$ cat src/rtl/pwm_fade_ctrl.sv
`default_nettype none
// ============================================================================
// Module   : pwm_fade_ctrl
// Function : One-shot PWM brightness fade (ramp up, hold, ramp down) driving
//            its own PWM counter and compare; duty moves only at period ends.
// Revision : 1.0
// ============================================================================
module pwm_fade_ctrl #(
    parameter int CBITS        = 12,
    parameter int STEP         = 128,
    parameter int STEP_PERIODS = 4,
    parameter int HOLD_PERIODS = 8
) (
    input  logic             clk,
    input  logic             rst,
    input  logic [3:0]       sw,
    input  logic             start,
    input  logic             abort,
    output logic [CBITS-1:0] duty,
    output logic             pulse,
    output logic             busy,
    output logic             done,
    output logic [1:0]       state
);

    localparam logic [1:0] c_IDLE      = 2'd0;
    localparam logic [1:0] c_RAMP_UP   = 2'd1;
    localparam logic [1:0] c_HOLD      = 2'd2;
    localparam logic [1:0] c_RAMP_DOWN = 2'd3;

    localparam int c_SPW = (STEP_PERIODS > 1) ? $clog2(STEP_PERIODS) : 1;
    localparam int c_HPW = (HOLD_PERIODS > 1) ? $clog2(HOLD_PERIODS) : 1;

    localparam logic [c_SPW-1:0] c_STEP_LAST = c_SPW'(STEP_PERIODS - 1);
    localparam logic [c_HPW-1:0] c_HOLD_LAST = c_HPW'(HOLD_PERIODS - 1);
    localparam logic [c_SPW-1:0] c_SP_ONE    = c_SPW'(1);
    localparam logic [c_HPW-1:0] c_HP_ONE    = c_HPW'(1);
    localparam logic [CBITS-1:0] c_STEP      = CBITS'(STEP);
    localparam logic [CBITS-1:0] c_CNT_ONE   = CBITS'(1);

    logic [CBITS-1:0] r_cnt;
    logic [CBITS-1:0] r_duty;
    logic             r_pulse;
    logic [CBITS-1:0] r_target;
    logic [c_SPW-1:0] r_step_cnt;
    logic [c_HPW-1:0] r_hold_cnt;
    logic [1:0]       r_state;
    logic             r_done;

    logic             w_period_end;
    logic [CBITS:0]   w_sum;
    logic [CBITS-1:0] w_duty_up;
    logic [CBITS-1:0] w_duty_dn;
    logic [CBITS-1:0] w_target_new;
    logic             w_unused_sw;

    assign w_period_end = (r_cnt == '1);
    // Sum is one bit wider so a ramp near full scale saturates instead of wrapping.
    assign w_sum        = {1'b0, r_duty} + {1'b0, c_STEP};
    assign w_duty_up    = (w_sum >= {1'b0, r_target}) ? r_target : w_sum[CBITS-1:0];
    assign w_duty_dn    = (r_duty > c_STEP) ? (r_duty - c_STEP) : '0;
    assign w_target_new = {1'b0, sw[3:1], 1'b1, {(CBITS-5){1'b0}}};
    assign w_unused_sw  = sw[0];

    always_ff @(posedge clk) begin
        if (rst) begin
            r_cnt   <= '0;
            r_pulse <= 1'b0;
        end else begin
            r_cnt   <= r_cnt + c_CNT_ONE;
            r_pulse <= (r_cnt < r_duty);
        end
    end

    always_ff @(posedge clk) begin
        if (rst) begin
            r_state    <= c_IDLE;
            r_duty     <= '0;
            r_target   <= '0;
            r_step_cnt <= '0;
            r_hold_cnt <= '0;
            r_done     <= 1'b0;
        end else begin
            r_done <= 1'b0;
            case (r_state)
                c_IDLE: begin
                    if (start) begin
                        r_state    <= c_RAMP_UP;
                        r_target   <= w_target_new;
                        r_step_cnt <= '0;
                    end
                end
                c_RAMP_UP: begin
                    if (abort) begin
                        r_state    <= c_RAMP_DOWN;
                        r_step_cnt <= '0;
                    end else if (w_period_end) begin
                        if (r_step_cnt == c_STEP_LAST) begin
                            r_step_cnt <= '0;
                            r_duty     <= w_duty_up;
                            if (w_duty_up == r_target) begin
                                r_state    <= c_HOLD;
                                r_hold_cnt <= '0;
                            end
                        end else begin
                            r_step_cnt <= r_step_cnt + c_SP_ONE;
                        end
                    end
                end
                c_HOLD: begin
                    if (abort) begin
                        r_state    <= c_RAMP_DOWN;
                        r_step_cnt <= '0;
                    end else if (w_period_end) begin
                        if (r_hold_cnt == c_HOLD_LAST) begin
                            r_state    <= c_RAMP_DOWN;
                            r_step_cnt <= '0;
                        end else begin
                            r_hold_cnt <= r_hold_cnt + c_HP_ONE;
                        end
                    end
                end
                c_RAMP_DOWN: begin
                    if (w_period_end) begin
                        if (r_step_cnt == c_STEP_LAST) begin
                            r_step_cnt <= '0;
                            r_duty     <= w_duty_dn;
                            if (w_duty_dn == '0) begin
                                r_state <= c_IDLE;
                                r_done  <= 1'b1;
                            end
                        end else begin
                            r_step_cnt <= r_step_cnt + c_SP_ONE;
                        end
                    end
                end
                default: r_state <= c_IDLE;
            endcase
        end
    end

    assign duty  = r_duty;
    assign pulse = r_pulse;
    assign busy  = (r_state != c_IDLE);
    assign done  = r_done;
    assign state = r_state;

endmodule
`default_nettype wire

$ cat config.mk
export PLATFORM = sky130hd
export DESIGN_NAME = pwm_fade_ctrl
export DESIGN_NICKNAME = d
export VERILOG_FILES = /design/src/rtl/pwm_fade_ctrl.sv
export SDC_FILE = /design/constraint.sdc
export NUM_CORES = 1
export LEC_CHECK = 0
export ABC_AREA = 0
export CAP_MARGIN = 5
export CORE_ASPECT_RATIO = 1.25
export CORE_UTILIZATION = 40
export CTS_CLUSTER_SIZE = 16
export DETAILED_ROUTE_END_ITERATION = 12
export PLACE_DENSITY = 0.66
export SLEW_MARGIN = 20
export SYNTH_ARGS = -nofsm -noshare
export SYNTH_HDL_FRONTEND = slang
export SYNTH_SLANG_ARGS = --single-unit
$ cat constraint.sdc
create_clock -name clk -period 3.4 [get_ports clk]
set_input_delay 1.02 -clock clk [delete_from_list [all_inputs] [get_ports clk]]
set_output_delay 1.02 -clock clk [all_outputs]
set_load 0.02 [all_outputs]
==> results of run 1 <==
==> cell usage in the layout (no fill, tap or decap), types with 4 or more instances in the layout <==
master,count
nor2_1,20
o21ai_0,9
clkdlybuf4s50_1,23
nor2b_1,4
clkbuf_8,5
xor2_1,4
nand2b_1,5
mux2i_1,5
and2_1,7
o21ai_1,4
a21o_1,4
inv_1,20
nor3_1,4
nand3_1,15
a21oi_1,20
xnor2_1,9
ha_1,27
dfxtp_1,37
nand2_1,14
==> routing by layer <==
metal / global-route usage / up-vias
met5: 0 / -
met4: 0.0677 / 0
met3: 0.0271 / 10
met2: 0.302 / 50
met1: 0.206 / 895
li1: - / 1007
==> registers in the layout (all words and copies together), names as in the netlist <==
signal	flops
r_hold_cnt	3
done	1
r_cnt	12
r_target	4
state	2
pulse	1
r_step_cnt	2
duty	12
==> power groups by stage <==
stage / sequential (mW) / clock, mW / combinational (mW)
floorplan: 0.509 / 0 / 0.302
global placement: 0.502 / 0 / 0.405
detailed placement: 0.502 / 0 / 0.410
CTS: 0.492 / 0.313 / 0.413
global route: 0.497 / 0.331 / 0.457
finish: 0.492 / 0.304 / 0.410
==> Yosys cell counts (3+ instances only) <==
cell type / instances / area, µm²
and2_1: 7 / 43.8
nand2b_1: 5 / 31.3
nor2_1: 20 / 75.1
xor2_1: 4 / 35.0
dfxtp_1: 37 / 741
or3_1: 3 / 18.8
nor4_2: 3 / 37.5
nor3_1: 4 / 20.0
nor4_1: 3 / 18.8
xnor2_1: 9 / 78.8
nand2_1: 14 / 52.6
o21ai_0: 9 / 45.0
ha_1: 27 / 338
nand3_1: 15 / 75.1
inv_1: 20 / 75.1
mux2i_1: 5 / 50.1
nor2b_1: 4 / 25.0
a21o_1: 4 / 30.0
o21ai_1: 4 / 20.0
a21oi_1: 20 / 100
==> kinds of logic (layout without fill, tap and decap cells) <==
logic type	Yosys count	in the layout	share of synthesized area
and+or+nand+nor	99	99	0.257
buffers and inverters	27	54	0.0528
adders and majority gates	27	27	0.140
xor gates and xnor gates	14	14	0.0538
muxes	6	6	0.0254
DFF	37	37	0.306
AOI/OAI and AO/OA	58	58	0.165
==> metrics by stage <==
stage	hold WS [ns]	area (µm²)	instances	setup slack, ns
floorplan	0.425	2420	268	0.713
detailed placement	0.457	2700	353	0.564
finish	0.473	2780	361	0.519
global route	0.493	2780	361	0.248
global placement	0.447	2700	353	0.596
CTS	0.479	2780	361	0.529
==> cell type report <==
type                       count  area [µm²]
tap                           66        82.6
inverter                      20        75.1
clock buffer                   6        72.6
sequential                    37         741
fill                         570        3040
clock inverter                 2        10.0
timing repair buffer          26         253
multi-input combinational    204        1550
==> path summary, 6_finish.rpt <==
kind | depth (start not counted) | endpoint | slack (ns) | startpoint
worst min-delay path | 1 | r_cnt[0] | 0.47 | r_cnt[0]
worst max register to register | 10 | r_hold_cnt[0] | 0.52 | duty[7]
worst max-delay path | 10 | r_hold_cnt[0] | 0.52 | duty[7]
worst min register to register | 1 | r_cnt[0] | 0.47 | r_cnt[0]
==> results.yml, run 1 <==
layout:
  drive_gt1_frac: 0.105
  syn2layout_area_growth_pct: 15.1
  antennaDiodeCount: 0
  final_util: 0.478
  nets: 329
timing:
  hold_viol: 0
  maxSlewHeadroom: 0.649
  setup_viol: 0
  slew_violations: 0
  worst_pin_slew_ns: 0.523
  fin_tns_setup_ns: 0
  post-route-period-util: 0.847
  min_period_ns: 2.88
  fmax_mhz: 347
  clock_skew_ns: 0.00879
  rsz0062_at_grt: "no"
job:
  maxCapViolations: 0
logic_synthesis:
  synth.distinct_cells: 60
  synthesis.nets: 303
  syn_avg_cell_area_um2: 9.02
  synth_edf_count: 0
  synth_seq_cells: 37
  yosys_warnings: 0
  syn-instance-count: 268
  synth_area_um2: 2420
  ys.flop_type: "dfxtp_1"
  async_flop_share: 0
  seq_area_frac_synth: 0.306
placed_design:
  gp_congestion: 0.753
  io_buffers: 23
  place_hpwl_um: 3700
power:
  p_seq_frac: 0.408
  p_sw_uw: 424
  power_mw: 1.21
  powerDensity_nw_per_um2: 434
  swShare: 0.351
  p_int_uw: 783
  power_frac_clock: 0.252
  p_comb_frac: 0.340
  p_leak_nw: 1.07
  vdd_drop_max_mv: 0.406
detailed_routing:
  wl_per_cell_um: 13.6
  highest_layer: "met4"
  viasPerCell: 5.43
  dr_wl_met2_um: 2380
  via_count: 1962
  dr.first_iter.drc_count: 54
  wirelength_met1_um: 2230
  wl_met3_um: 208
  drc: 0
  ant_nets: 0
  wl_um: 4920
  drt_pass1_iterations: 4
worst_setup_path:
  criticalPathCategory: "register to register"
  cpPeakStageDelay_ns: 0.62
  worst_path_most_repeated_cell: "ha_1"
  path_buf_inv: 1
  critPathTopFamily: "adder cells"
  cp-start-kind: "register"
  cp.required_ns: 3.62
  critPathSlowestCell: "dfxtp_1"
  worstPathArrival_ns: 3.10
  critPathMaxFanout: 13
  cp_cell_sequence: "inv_1 > ha_1 > ha_1 > and4_1 > nand3_1 > nand4_4 > o21ai_1 > a211oi_2 > nand3b_1 > a21oi_1"
  worstSetupEndpointType: "register"
floorplan:
  ios: 25
  rows: 31
  die-width_um: 71.5
  start_util: 0.415
  die_y_um: 88.9
  fp.coreArea_um2: 5820
  die_area_um2: 6360
clock_tree:
  clockBufferDepth: 2
  cts_tree: "built"
  ctsHoldBuffers: 0
  root_buffer: "clkbuf_8"
  clk_pin_slew_ns: 0.08
  cts_buffers: 5
  post_cts_buffers: 0
  post_cts_resized: 0
  cts.sinks: 37
  clk_latency_ns: 0.29
  htree_num_levels: 2
grt:
  antenna_found_initial: 0
  grt_max_degree: 15
  grt_overflow: 0
  grt_usage: 0.170
  grt_pass1_vias: 1878
  grt_first_pass_wirelength_um: 8540
status:
  status: "finished, final reports clean"
worst_hold_path:
  min_path_type: "register to register"
No activity file was read; power rests on OpenSTA's default activity.
==> run 2, diff against run 1 <==
==> constraint.sdc (replaced) <==
create_clock -name clk -period 2.9 [get_ports clk]
set_input_delay 0.87 -clock clk [delete_from_list [all_inputs] [get_ports clk]]
set_output_delay 0.87 -clock clk [all_outputs]
set_load 0.02 [all_outputs]
==> results.yml, run 2 (same netlist as run 1, synthesis figures left out) <==
detailed_routing:
  drc: 0
  wl_um: 4930
  wl_per_cell_um: 13.6
  dr.first_iter.drc_count: 64
  ant_nets: 0
  viasPerCell: 5.40
  via_count: 1962
  drt_pass1_iterations: 6
power:
  p_sw_uw: 493
  p_seq_frac: 0.408
  p_comb_frac: 0.340
  p_leak_nw: 1.08
  vdd_drop_max_mv: 0.380
  p_int_uw: 917
  swShare: 0.350
  power_mw: 1.41
  powerDensity_nw_per_um2: 504
  power_frac_clock: 0.251
worst_setup_path:
  path_buf_inv: 1
  worstSetupEndpointType: "register"
  criticalPathCategory: "register to register"
  worst_path_most_repeated_cell: "ha_1"
  cp_cell_sequence: "inv_1 > ha_1 > ha_1 > nor2b_1 > o211ai_1 > nand4_4 > nor2_1 > a21oi_4 > and4b_1 > a211oi_2"
  cp.required_ns: 3.12
  cpPeakStageDelay_ns: 0.48
  worstPathArrival_ns: 2.93
  cp-start-kind: "register"
  critPathMaxFanout: 8
  critPathSlowestCell: "dfxtp_1"
  critPathTopFamily: "simple AND/OR/NAND/NOR gates"
floorplan:
  die_area_um2: 6360
  die-width_um: 71.5
  fp.coreArea_um2: 5820
  die_y_um: 88.9
  rows: 31
  ios: 25
  start_util: 0.415
timing:
  clock_skew_ns: 0.00494
  fmax_mhz: 368
  fin_tns_setup_ns: 0
  maxSlewHeadroom: 0.639
  post-route-period-util: 0.936
  worst_pin_slew_ns: 0.537
  whs_ns: 0.465
  slew_violations: 0
  worst_slack_ns: 0.184
  min_period_ns: 2.72
  hold_viol: 0
  setup_viol: 0
  rsz0062_at_grt: "no"
clock_tree:
  root_buffer: "clkbuf_8"
  clockBufferDepth: 2
  clk_latency_ns: 0.29
  htree_num_levels: 2
  cts_tree: "built"
  cts_buffers: 5
  cts.sinks: 37
  clk_pin_slew_ns: 0.08
  post_cts_buffers: 0
layout:
  syn2layout_area_growth_pct: 15.9
  antennaDiodeCount: 0
  drive_gt1_frac: 0.114
  nets: 331
  fin_area_um2: 2800
  final_common_cell: "dfxtp_1"
  layout_common_cells: "dfxtp_1 (37), ha_1 (27), clkdlybuf4s50_1 (23)"
  fillers: 564
status:
  status: "finished, final reports clean"
grt:
  grt_overflow: 0
  grt_first_pass_wirelength_um: 8760
  antenna_found_initial: 0
  grt_max_degree: 14
  grt_pass1_vias: 1953
  grt_usage: 0.175
placed_design:
  place_hpwl_um: 3750
  dp_slack_ns: 0.212
  io_buffers: 23
  placed_area_um2: 2720
  gp_congestion: 0.821
job:
  maxCapViolations: 0
worst_hold_path:
  min_path_type: "register to register"
## run 2: cell count changes in the layout (fill, tap and decap cells not counted)
cell     delta
buf_4       +2
a21oi_2     +1
a21oi_1     -1
## run 2: cell type report
| type | instances | area [µm²] | area share |
|---|---|---|---|
| multi-input combinational | 204 | 1550 | 0.554 |
| sequential | 37 | 741 | 0.264 |
| timing repair buffer | 28 | 268 | 0.0956 |
| tap | 66 | 82.6 | 0.0295 |
| inverter | 20 | 75.1 | 0.0268 |
| clock buffer | 6 | 72.6 | 0.0259 |
| clock inverter | 2 | 10.0 | 0.00357 |
## run 2: metal layers
metal,up-vias,share of wire,GRT usage,wire (µm)
met1,919,0.48,0.212,2350
met3,8,0.027,0.0259,134
met4,0,0.017,0.0749,84
met5,-,0,0,0
li1,1005,-,-,-
met2,30,0.48,0.312,2370
## run 2: final timing paths
check	from	endpoint	slack [ns]	depth (start not counted)
min	r_cnt[0]	r_cnt[0]	0.47	1
max reg2reg	duty[8]	state[0]	0.18	10
min reg2reg	r_cnt[0]	r_cnt[0]	0.47	1
max	duty[8]	state[0]	0.18	10
## run 2: what timing repair did
action | CTS | global route
hold buffers | 0 | 0
endpoints found under the setup margin | 0 | 7
hold endpoints to repair | 0 | 0
gates resized for setup | 0 | 1
## run 2: through the flow
stage,utilization,instances
6_report,0.482,363
2_1_floorplan,-,268
3_5_place_dp,0.467,355
5_1_grt,0.482,363
3_3_place_gp,0.467,355
4_1_cts,0.481,363
## run 2: power by group through the flow
| stage | combinational, mW | clock [mW] | sequential, mW |
|---|---|---|---|
| after floorplan | 0.353 | 0 | 0.597 |
| after global placement | 0.476 | 0 | 0.588 |
| after detailed placement | 0.482 | 0 | 0.589 |
| after CTS | 0.485 | 0.362 | 0.577 |
| after global routing | 0.532 | 0.385 | 0.583 |
| final | 0.480 | 0.355 | 0.576 |
==> run 3, diff against run 2 <==
--- a/config.mk
+++ b/config.mk
@@ -8,10 +8,10 @@
 export ABC_AREA = 0
 export CAP_MARGIN = 5
 export CORE_ASPECT_RATIO = 1.25
-export CORE_UTILIZATION = 40
+export CORE_UTILIZATION = 45
 export CTS_CLUSTER_SIZE = 16
 export DETAILED_ROUTE_END_ITERATION = 12
-export PLACE_DENSITY = 0.66
+export PLACE_DENSITY = 0.72
 export SLEW_MARGIN = 20
 export SYNTH_ARGS = -nofsm -noshare
 export SYNTH_HDL_FRONTEND = slang
==> results.yml, run 3 (same netlist as run 1, synthesis figures left out) <==
placed_design:
  io_buffers: 23
  placed_area_um2: 2710
  gp_congestion: 0.860
  place_hpwl_um: 3640
  dp.cells: 351
detailed_routing:
  ant_nets: 0
  wl_per_cell_um: 13.2
  viasPerCell: 5.47
  drc: 0
  drt_pass1_iterations: 4
  via_count: 1963
  wl_um: 4750
  dr.first_iter.drc_count: 87
clock_tree:
  cts_buffers: 5
  clockBufferDepth: 2
  cts.sinks: 37
  root_buffer: "clkbuf_8"
  clk_latency_ns: 0.29
  cts_tree: "built"
  ctsHoldBuffers: 0
  clk_pin_slew_ns: 0.08
  htree_num_levels: 2
grt:
  grt_usage: 0.189
  antenna_found_initial: 0
  grt_first_pass_wirelength_um: 8310
  grt_pass1_vias: 1869
  grt_max_degree: 15
  grt_overflow: 0
worst_setup_path:
  critPathMaxFanout: 8
  r2r_start: "duty[8]"
  worstPathArrival_ns: 2.90
  cp-start-kind: "register"
  cp.required_ns: 3.12
  reg2reg_to: "state[0]"
  regToRegSetupSlack_ns: 0.22
  worstSetupEndpointType: "register"
  reg2regPathDepth: 10
  criticalPathCategory: "register to register"
worst_hold_path:
  min_path_type: "register to register"
  min_path_cells: 1
  hold_end: "r_cnt[0]"
  hold_start: "r_cnt[0]"
layout:
  finalNonFillerCells: 359
  nets: 331
  fin_area_um2: 2800
  antennaDiodeCount: 0
  final_common_cell: "dfxtp_1"
  layout_common_cells: "dfxtp_1 (36), ha_1 (27), clkdlybuf4s50_1 (23)"
  syn2layout_area_growth_pct: 15.7
  drive_gt1_frac: 0.118
  fillers: 490
timing:
  maxSlewHeadroom: 0.625
  clock_skew_ns: 0.00658
  hold_viol: 0
  post-route-period-util: 0.925
  whs_ns: 0.462
  min_period_ns: 2.68
  setup_viol: 0
  worst_pin_slew_ns: 0.560
  slew_violations: 0
  fmax_mhz: 373
power:
  powerDensity_nw_per_um2: 502
  power_mw: 1.41
  p_leak_nw: 1.08
  vdd_drop_max_mv: 0.433
status:
  status: "finished, final reports clean"
floorplan:
  start_util: 0.472
  die_area_um2: 5670
  rows: 29
  die_y_um: 83.9
  ios: 25
  fp.coreArea_um2: 5120
  die-width_um: 67.6
job:
  maxCapViolations: 0
## run 3: changes by cell type in the layout (fill, tap and decap cells not counted)
cell     change
dfxtp_1      -1
dfxtp_2      +1
## run 3: cell type report
| cell class | count | area (µm²) | share of cell area |
|---|---|---|---|
| clock inverter | 2 | 10.0 | 0.00358 |
| clock buffer | 6 | 72.6 | 0.0259 |
| sequential | 37 | 742 | 0.265 |
| tap | 62 | 77.6 | 0.0277 |
| multi-input combinational | 204 | 1550 | 0.555 |
| inverter | 20 | 75.1 | 0.0268 |
| timing repair buffer | 28 | 268 | 0.0957 |
## run 3: power by group
part           leakage (nW)  internal [mW]  total, mW  switching [mW]
Sequential            0.300          0.538      0.576          0.0383
Clock                0.0450          0.167      0.353           0.187
Combinational         0.732          0.213      0.476           0.263
Total                  1.08          0.917       1.41           0.488
## run 3: worst max-delay path by stage
stage          startpoint  endpoint  slack (ns)  depth (start not counted)
5_1_grt           duty[8]   duty[7]      -0.002                         10
3_5_place_dp      duty[7]   duty[2]        0.14                         10
4_1_cts           duty[7]   duty[3]        0.11                         10
3_3_place_gp      duty[7]   duty[6]        0.18                         10
6_report          duty[8]  state[0]        0.22                         10
2_1_floorplan     duty[7]  state[0]        0.21                         11
## run 3: worst max-delay path: stages, from the launching register on
cell      delay, ns
dfxtp_1        0.49
inv_1          0.14
ha_1           0.37
ha_1           0.31
nor2b_1        0.13
o211ai_1       0.24
nand4_4        0.21
nor2_1         0.24
a21oi_4        0.10
and4b_1        0.20
a211oi_2       0.18
## run 3: per-stage QoR
step                 TNS, ns  setup slack [ns]  utilization
floorplan                  0             0.213            -
global placement           0             0.182        0.530
detailed placement         0             0.140        0.530
CTS                        0             0.111        0.546
global route        -0.00182          -0.00182        0.547
finish                     0             0.218        0.547
## run 3: layer usage
| layer | GRT usage | up-vias | share of wire |
|---|---|---|---|
| li1 | - | 1014 | - |
| met1 | 0.231 | 906 | 0.47 |
| met2 | 0.315 | 36 | 0.48 |
| met3 | 0.0423 | 7 | 0.034 |
| met4 | 0.0638 | 0 | 0.017 |
| met5 | 0 | - | 0 |
## run 3: timing repair
action,in CTS,in global routing
buffers inserted,0,0
resized for setup,0,2
setup endpoints to repair,0,12
